### src/rtl/ex_stage_adder_if.sv
// ---------------------------------------------------------------------------
// ex_stage_adder_if
//   Bundles the operand request and the registered result of the EX-stage
//   adder/subtractor. There is no ready signal: the consumer must accept
//   every out_valid pulse.
//
//   Parameter:
//     WIDTH      operand/result bit width (legal range 2..64)
//
//   Signals:
//     in_valid   operands valid this cycle          (master -> slave)
//     sub        0 = a+b, 1 = a-b                   (master -> slave)
//     a, b       WIDTH-bit operands                 (master -> slave)
//     out_valid  result/flags valid                 (slave -> master)
//     result     sum or difference mod 2^WIDTH      (slave -> master)
//     carry      unsigned carry-out / no-borrow     (slave -> master)
//     overflow   signed overflow                    (slave -> master)
//     zero       result == 0                        (slave -> master)
//     negative   result MSB                         (slave -> master)
//
//   Modports:
//     master     the pipeline side issuing operations
//     slave      the adder itself
// ---------------------------------------------------------------------------
interface ex_stage_adder_if #(
  parameter int WIDTH = 32
);

  logic             in_valid;
  logic             sub;
  logic [WIDTH-1:0] a;
  logic [WIDTH-1:0] b;
  logic             out_valid;
  logic [WIDTH-1:0] result;
  logic             carry;
  logic             overflow;
  logic             zero;
  logic             negative;

  modport master (
    output in_valid, sub, a, b,
    input  out_valid, result, carry, overflow, zero, negative
  );

  modport slave (
    input  in_valid, sub, a, b,
    output out_valid, result, carry, overflow, zero, negative
  );

endinterface

### src/rtl/ex_stage_adder.sv
// ---------------------------------------------------------------------------
// ex_stage_adder
//   Registered two's-complement adder/subtractor for the EX stage of the MIPS
//   pipeline (branch-target and address computation). Operands are sampled on
//   a rising clk edge when in_valid is high; result and flags are presented
//   one cycle later together with out_valid. Signed and unsigned users share
//   one datapath and pick whichever flags matter to them.
//
//   Parameter:
//     WIDTH   operand/result bit width (legal range 2..64)
//
//   Ports:
//     clk     rising-edge clock, sole clock domain
//     rst_n   asynchronous active-low reset
//     bus     ex_stage_adder_if.slave: in_valid, sub, a, b in;
//             out_valid, result, carry, overflow, zero, negative out
// ---------------------------------------------------------------------------
module ex_stage_adder #(
  parameter int WIDTH = 32
) (
  input  logic                clk,
  input  logic                rst_n,
  ex_stage_adder_if.slave     bus
);

  logic [WIDTH-1:0] bx;
  logic [WIDTH:0]   sum_ext;
  logic [WIDTH-1:0] sum;
  logic             carry_next;
  logic             overflow_next;
  logic             zero_next;
  logic             negative_next;

  // Subtraction is a + ~b + 1, so the carry-out doubles as the unsigned
  // "no borrow" indication. The sum is formed one bit wider to expose it.
  // zero/negative come from this cycle's sum, so they always describe the
  // result they are registered alongside.
  always_comb begin
    bx            = bus.sub ? ~bus.b : bus.b;
    sum_ext       = {1'b0, bus.a} + {1'b0, bx} + {{WIDTH{1'b0}}, bus.sub};
    sum           = sum_ext[WIDTH-1:0];
    carry_next    = sum_ext[WIDTH];
    // Signed overflow: both addends share a sign and the sum's sign differs.
    overflow_next = (bus.a[WIDTH-1] == bx[WIDTH-1]) &&
                    (sum[WIDTH-1] != bus.a[WIDTH-1]);
    zero_next     = (sum == '0);
    negative_next = sum[WIDTH-1];
  end

  // out_valid follows in_valid every edge. The result/flag registers load
  // only when in_valid is high, so they hold across idle cycles and unknown
  // operands presented while idle never reach the outputs.
  always_ff @(posedge clk or negedge rst_n) begin
    if (!rst_n) begin
      bus.out_valid <= 1'b0;
      bus.result    <= '0;
      bus.carry     <= 1'b0;
      bus.overflow  <= 1'b0;
      bus.zero      <= 1'b0;
      bus.negative  <= 1'b0;
    end else begin
      bus.out_valid <= bus.in_valid;
      if (bus.in_valid) begin
        bus.result    <= sum;
        bus.carry     <= carry_next;
        bus.overflow  <= overflow_next;
        bus.zero      <= zero_next;
        bus.negative  <= negative_next;
      end
    end
  end

endmodule

### src/flat_wrapper.sv
// flat-port wrapper written by rule: the top's interface ports become plain ports
module ex_stage_adder_flat 
#(
  parameter int WIDTH = 32
)
  (clk, rst_n, bus_in_valid, bus_sub, bus_a, bus_b, bus_out_valid, bus_result, bus_carry, bus_overflow, bus_zero, bus_negative);
  ex_stage_adder_if #(.WIDTH(WIDTH)) bus_i ();
  input  logic clk;
  input  logic rst_n;
  input wire logic [$bits(bus_i.in_valid)-1:0] bus_in_valid;
  input wire logic [$bits(bus_i.sub)-1:0] bus_sub;
  input wire logic [$bits(bus_i.a)-1:0] bus_a;
  input wire logic [$bits(bus_i.b)-1:0] bus_b;
  output wire logic [$bits(bus_i.out_valid)-1:0] bus_out_valid;
  output wire logic [$bits(bus_i.result)-1:0] bus_result;
  output wire logic [$bits(bus_i.carry)-1:0] bus_carry;
  output wire logic [$bits(bus_i.overflow)-1:0] bus_overflow;
  output wire logic [$bits(bus_i.zero)-1:0] bus_zero;
  output wire logic [$bits(bus_i.negative)-1:0] bus_negative;
  assign bus_i.in_valid = bus_in_valid;
  assign bus_i.sub = bus_sub;
  assign bus_i.a = bus_a;
  assign bus_i.b = bus_b;
  assign bus_out_valid = bus_i.out_valid;
  assign bus_result = bus_i.result;
  assign bus_carry = bus_i.carry;
  assign bus_overflow = bus_i.overflow;
  assign bus_zero = bus_i.zero;
  assign bus_negative = bus_i.negative;
  ex_stage_adder #(.WIDTH(WIDTH)) u_core (.clk(clk), .rst_n(rst_n), .bus(bus_i));
endmodule
### config.mk
export PLATFORM = sky130hd
export DESIGN_NAME = ex_stage_adder_flat
export DESIGN_NICKNAME = d
export VERILOG_FILES = /design/src/rtl/ex_stage_adder_if.sv /design/src/rtl/ex_stage_adder.sv /design/src/flat_wrapper.sv
export SDC_FILE = /design/constraint.sdc
export NUM_CORES = 1
export LEC_CHECK = 0
export ABC_CLOCK_PERIOD_IN_PS = 990
export CORE_ASPECT_RATIO = 2
export CORE_MARGIN = 2
export CORE_UTILIZATION = 50
export CTS_CLUSTER_DIAMETER = 200
export DETAILED_ROUTE_END_ITERATION = 16
export HOLD_SLACK_MARGIN = 0.1
export MAX_ROUTING_LAYER = met4
export PLACE_DENSITY_LB_ADDON = 0.1
export SETUP_SLACK_MARGIN = 0.1
export SLEW_MARGIN = 20
export SYNTH_ARGS = -nofsm -noshare
export SYNTH_HDL_FRONTEND = slang
export SYNTH_SLANG_ARGS = --single-unit
### constraint.sdc
create_clock -name clk -period 0.99 [get_ports clk]
set_input_delay 0.198 -clock clk [delete_from_list [all_inputs] [get_ports clk]]
set_output_delay 0.198 -clock clk [all_outputs]
set_load 0.05 [all_outputs]
==> results of run 1 <==
[synthesized netlist by cell type, drive strengths merged (3+ instances only)]
library cell / count
or3: 3
or2: 3
a2111oi: 3
nand2: 34
nand4: 9
a21oi: 30
ha: 34
o2111ai: 4
inv: 13
a211o: 8
and4: 4
and2: 7
nand3: 18
a31oi: 4
o21a: 6
o211ai: 7
xor2: 36
dfrtp: 36
o21bai: 5
clkbuf: 13
a221oi: 4
a21o: 22
o22ai: 3
nor4: 4
and3: 7
xnor2: 16
a211oi: 7
mux2: 18
nor2: 21
o21ai: 33
nor3: 13
buf: 15
[through the flow]
stage,std cells,hold WS (ns),utilization,setup TNS (ns)
after detailed placement,789,0.5370,0.8442,-59.04
after global placement,789,0.5420,0.8442,-56.86
after floorplan,467,-0.09759,-,-42.31
[cell families after synthesis]
group           count (synthesis)  synth area share
compound gates                151            0.2774
xor+xnor                       52            0.1141
fa+ha+maj                      35            0.1116
buf+inv                        41           0.04483
flops                          36            0.2257
mux                            20           0.05580
simple gates                  132            0.1705
==> impl_metrics.ini, run 1 <==
[logic_synthesis]
yosys-top-cells-area = dfrtp_1, ha_1, xor2_1
synth_cells = 467
synth-async-reset-ratio = 1.000
ys_ff_latch = 36
yosys.area.top_type = dfrtp_1
avgSynthCellArea_um2 = 8.547
synth-main-ff-cell = dfrtp_1
syn-num-nets = 570
synth_edf_count = 0
ys_seq_area_frac = 0.2257
yosys.area.top_type_share = 0.2257
yosys.cell_types.count = 67
ys.warnings.count = 0
syn_area_um2 = 3991

[floorplanning]
start_util = 0.5099
core.rowCount = 46
ios = 105
die_height_um = 130.4
chipWidth_um = 67.18

[clocking]
post_cts_resized = 157
cts_sinks = 36
root_buffer = clkbuf_16
htreeDepth = 2
cts_max_path_buffers = 2
post_cts_buffers = 52
ctsHoldBuffers = 0
cts_buffers = 5

[run_status]
error = [ERROR DPL-0038] Utilization greater than 100%, impossible to legalize
status = stopped before the end
lastStage = clock tree synthesis

[place]
gp_congestion = 0.9148
dp_slack_ns = -2.370
dp_hpwl_mm = 10.69
dpl_cell_area_um2 = 6608
port_buffers = 104
==> run 2: changes to the inputs <==
CORE_ASPECT_RATIO = default   (was 2)
CORE_UTILIZATION = 40   (was 50)
CTS_CLUSTER_DIAMETER = default   (was 200)
HOLD_SLACK_MARGIN = default   (was 0.1)
MAX_ROUTING_LAYER = default   (was met4)
PLACE_DENSITY_LB_ADDON = 0.15   (was 0.1)
SETUP_SLACK_MARGIN = default   (was 0.1)
==> run 2 against run 1 <==
Against the previous run:
- area after synthesis is the same
- synthesized cell count is the same
- the flow now finishes, with violations (negative setup slack)
==> impl_metrics.ini, run 2 <==
[timing]
tightest_slew_ns = 0.4729
hold_viol = 0
setup_viol = 71
finalCritPeriodShare = 2.923
rsz0062_at_grt = yes
fin_ws_ns = -1.904
slew_headroom = 0.6839
fin_setup_tns_ns = -47.23
finalMaxSlewViolations = 0
max_freq_ghz = 0.3456
period_minus_slack_ns = 2.894
finalClockSkew_ns = 0

[run_status]
failed_checks = negative setup slack
status = finished with violations

[logic_synthesis]
synth_cells = 467
ys_seq_area_frac = 0.2257
yosys.area.top_type = dfrtp_1
syn-num-nets = 570
synth_xor_xnor_area_share = 0.1141
yosys.area.top_type_share = 0.2257
syn_area_um2 = 3991
synthSimpleGateAreaFrac = 0.1705
synth.area.mux_share = 0.05580
synth-async-reset-ratio = 1.000
ys_ff_latch = 36
avgSynthCellArea_um2 = 8.547
yosys.cell_types.count = 67
yosys-top-cells-area = dfrtp_1, ha_1, xor2_1
yosys.area_share.adder = 0.1116
synth-compound-area-share = 0.2774
synth_top_family_by_area = compound AO/OA/AOI/OAI gates
yosys-top-cells-count = dfrtp_1, xor2_1, ha_1, nand2_1, a21oi_1
ys.warnings.count = 0
synth_edf_count = 0
synth-main-ff-cell = dfrtp_1

[place]
port_buffers = 104
dp_hpwl_mm = 11.09
gp_congestion = 0.8984
dpl_cell_area_um2 = 6714

[clocking]
root_buffer = clkbuf_8
cts_tree = yes
clk_pin_slew_worst_paths_ns = 0.07
cts_buffers = 5
worstSkewPairLatency_ns = 0.29
htreeDepth = 2
cts_max_path_buffers = 2
cts_sinks = 36

[worst_setup_path]
critPathLaunchType = primary input
cp_max_fo = 4
required_ns = 1.20
worstSetupPathType = in2reg
arrival_ns = 3.11
end_kind = flop

[power]
internal-power_uw = 8286
ir_worst_vdd_mv = 1.256
pwr-share-clk = 0.099
pwr-share-seq = 0.167
comb_power_share = 0.734
p_per_area_nw_per_um2 = 1745
p_leak_uw = 0.003771
switching_share = 0.4311
p_sw_uw = 6278

[detailed_routing]
vias = 5109
vias_per_cell = 5.627
ant_nets = 0
drt-total-wl_mm = 18.24
first_pass_iters = 4
drt_iter0_drc = 293
wl_per_cell_um = 20.08
drc = 0

[floorplanning]
core_um2 = 9729
ios = 105
chipWidth_um = 103.9
start_util = 0.4102
dieArea_um2 = 10790
die_height_um = 103.9
core.rowCount = 36

[global_routing]
grtUsageTotal = 0.2856
antenna_found_initial = 0
grt_pass1_vias = 5070
grt_pass1_wl_mm = 25.25
grt_max_degree = 37
grt_overflow = 0

[cells_and_area]
area_growth_pct = 109.1
fin_area_um2 = 8344
most-common-layout-cells = buf_4, buf_12, clkdlybuf4s50_1, dfrtp_1, nand2_1
fin_nets = 877
regMostFlops = u_core.bus.result
drive_gt1_frac = 0.5458
diodes = 0
layout_commonest_cell = buf_4
nFillCells = 514
largest_reg_flops = 31

[worst_hold_path]
hold_class = in2async

[job]
drv_cap = 0
run 2: final cells by class:
cell class,instances,area [µm²],area share
Clock buffer,7,96.34,0.01155
Clock inverter,1,30.03,0.003599
Inverter,13,48.80,0.005848
Multi-Input combinational cell,390,3804,0.4558
Sequential cell,36,902.1,0.1081
Tap cell,133,166.4,0.01994
Timing Repair Buffer,328,3297,0.3951
run 2: stage by stage:
stage,power (µW),worst slack [ns],cells,hold slack [ns],utilization
after global placement,10750,-2.279,833,0.1073,0.6901
after floorplan,6515,-1.822,467,-0.09759,-
after global routing,15110,-1.924,908,0.3428,0.8576
final,14560,-1.904,908,0.3373,0.8576
after CTS,13490,-1.731,887,0.3388,0.8053
after detailed placement,10860,-2.347,833,0.1088,0.6901
run 2: logic make-up (layout without fill, tap and decap cells):
logic type | after synthesis | count (layout)
flops | 36 | 36
mux | 20 | 20
simple gates | 132 | 132
xor+xnor | 52 | 52
fa+ha+maj | 35 | 35
compound gates | 151 | 151
buf+inv | 41 | 349
run 2: repair_timing:
action / CTS / global route
endpoints found under the setup margin: 72 / 71
gates resized for setup: 156 / 76
gates cloned: 3 / 0
buffers inserted: 47 / 22
pin swaps: 101 / 50
hold buffers: 1 / 0
endpoints found under the hold margin: 12 / 0
run 2: worst max-delay path, cell delays in order:
cell and delay [ns]:
buf_12 0.12, buf_16 0.14, xor2_4 0.21, ha_4 0.26, buf_6 0.11, a21o_1 0.22
a221oi_4 0.47, a21o_1 0.24, buf_6 0.12, a21o_1 0.14, a21o_1 0.16, nand4bb_1 0.14
nor4_2 0.34, nand4_1 0.12, o21ai_1 0.10
run 2: worst paths after layout:
check	startpoint	end	slack (ns)	cells after the start
max	bus_sub	u_core.bus.zero	-1.90	15
min reg2reg	u_core.bus.result[13]	u_core.bus.result[13]	0.56	2
max in group asynchronous	rst_n	u_core.bus.result[5]	0.22	3
min in group clk	bus_in_valid	u_core.bus.out_valid	0.47	2
max reg2reg	u_core.bus.result[7]	u_core.bus.result[7]	-0.11	3
min	rst_n	u_core.bus.overflow	0.34	2
run 2: routing by layer:
metal  up-vias  share of wire  GRT usage
met1      2475           0.37     0.3365
li1       2353              -          -
met2       206           0.54     0.5324
met5         -              0          0
met3        75          0.037    0.03321
met4         0          0.048     0.1004
run 2: power groups by stage:
stage / logic [µW] / registers, µW / clock network (µW)
after CTS: 9640 / 2410 / 1440
after detailed placement: 8410 / 2440 / 0
after global routing: 11100 / 2470 / 1510
after global placement: 8310 / 2430 / 0
final: 10700 / 2440 / 1440
after floorplan: 2850 / 3670 / 0
Note: power is estimated with default switching activity, not from simulation.
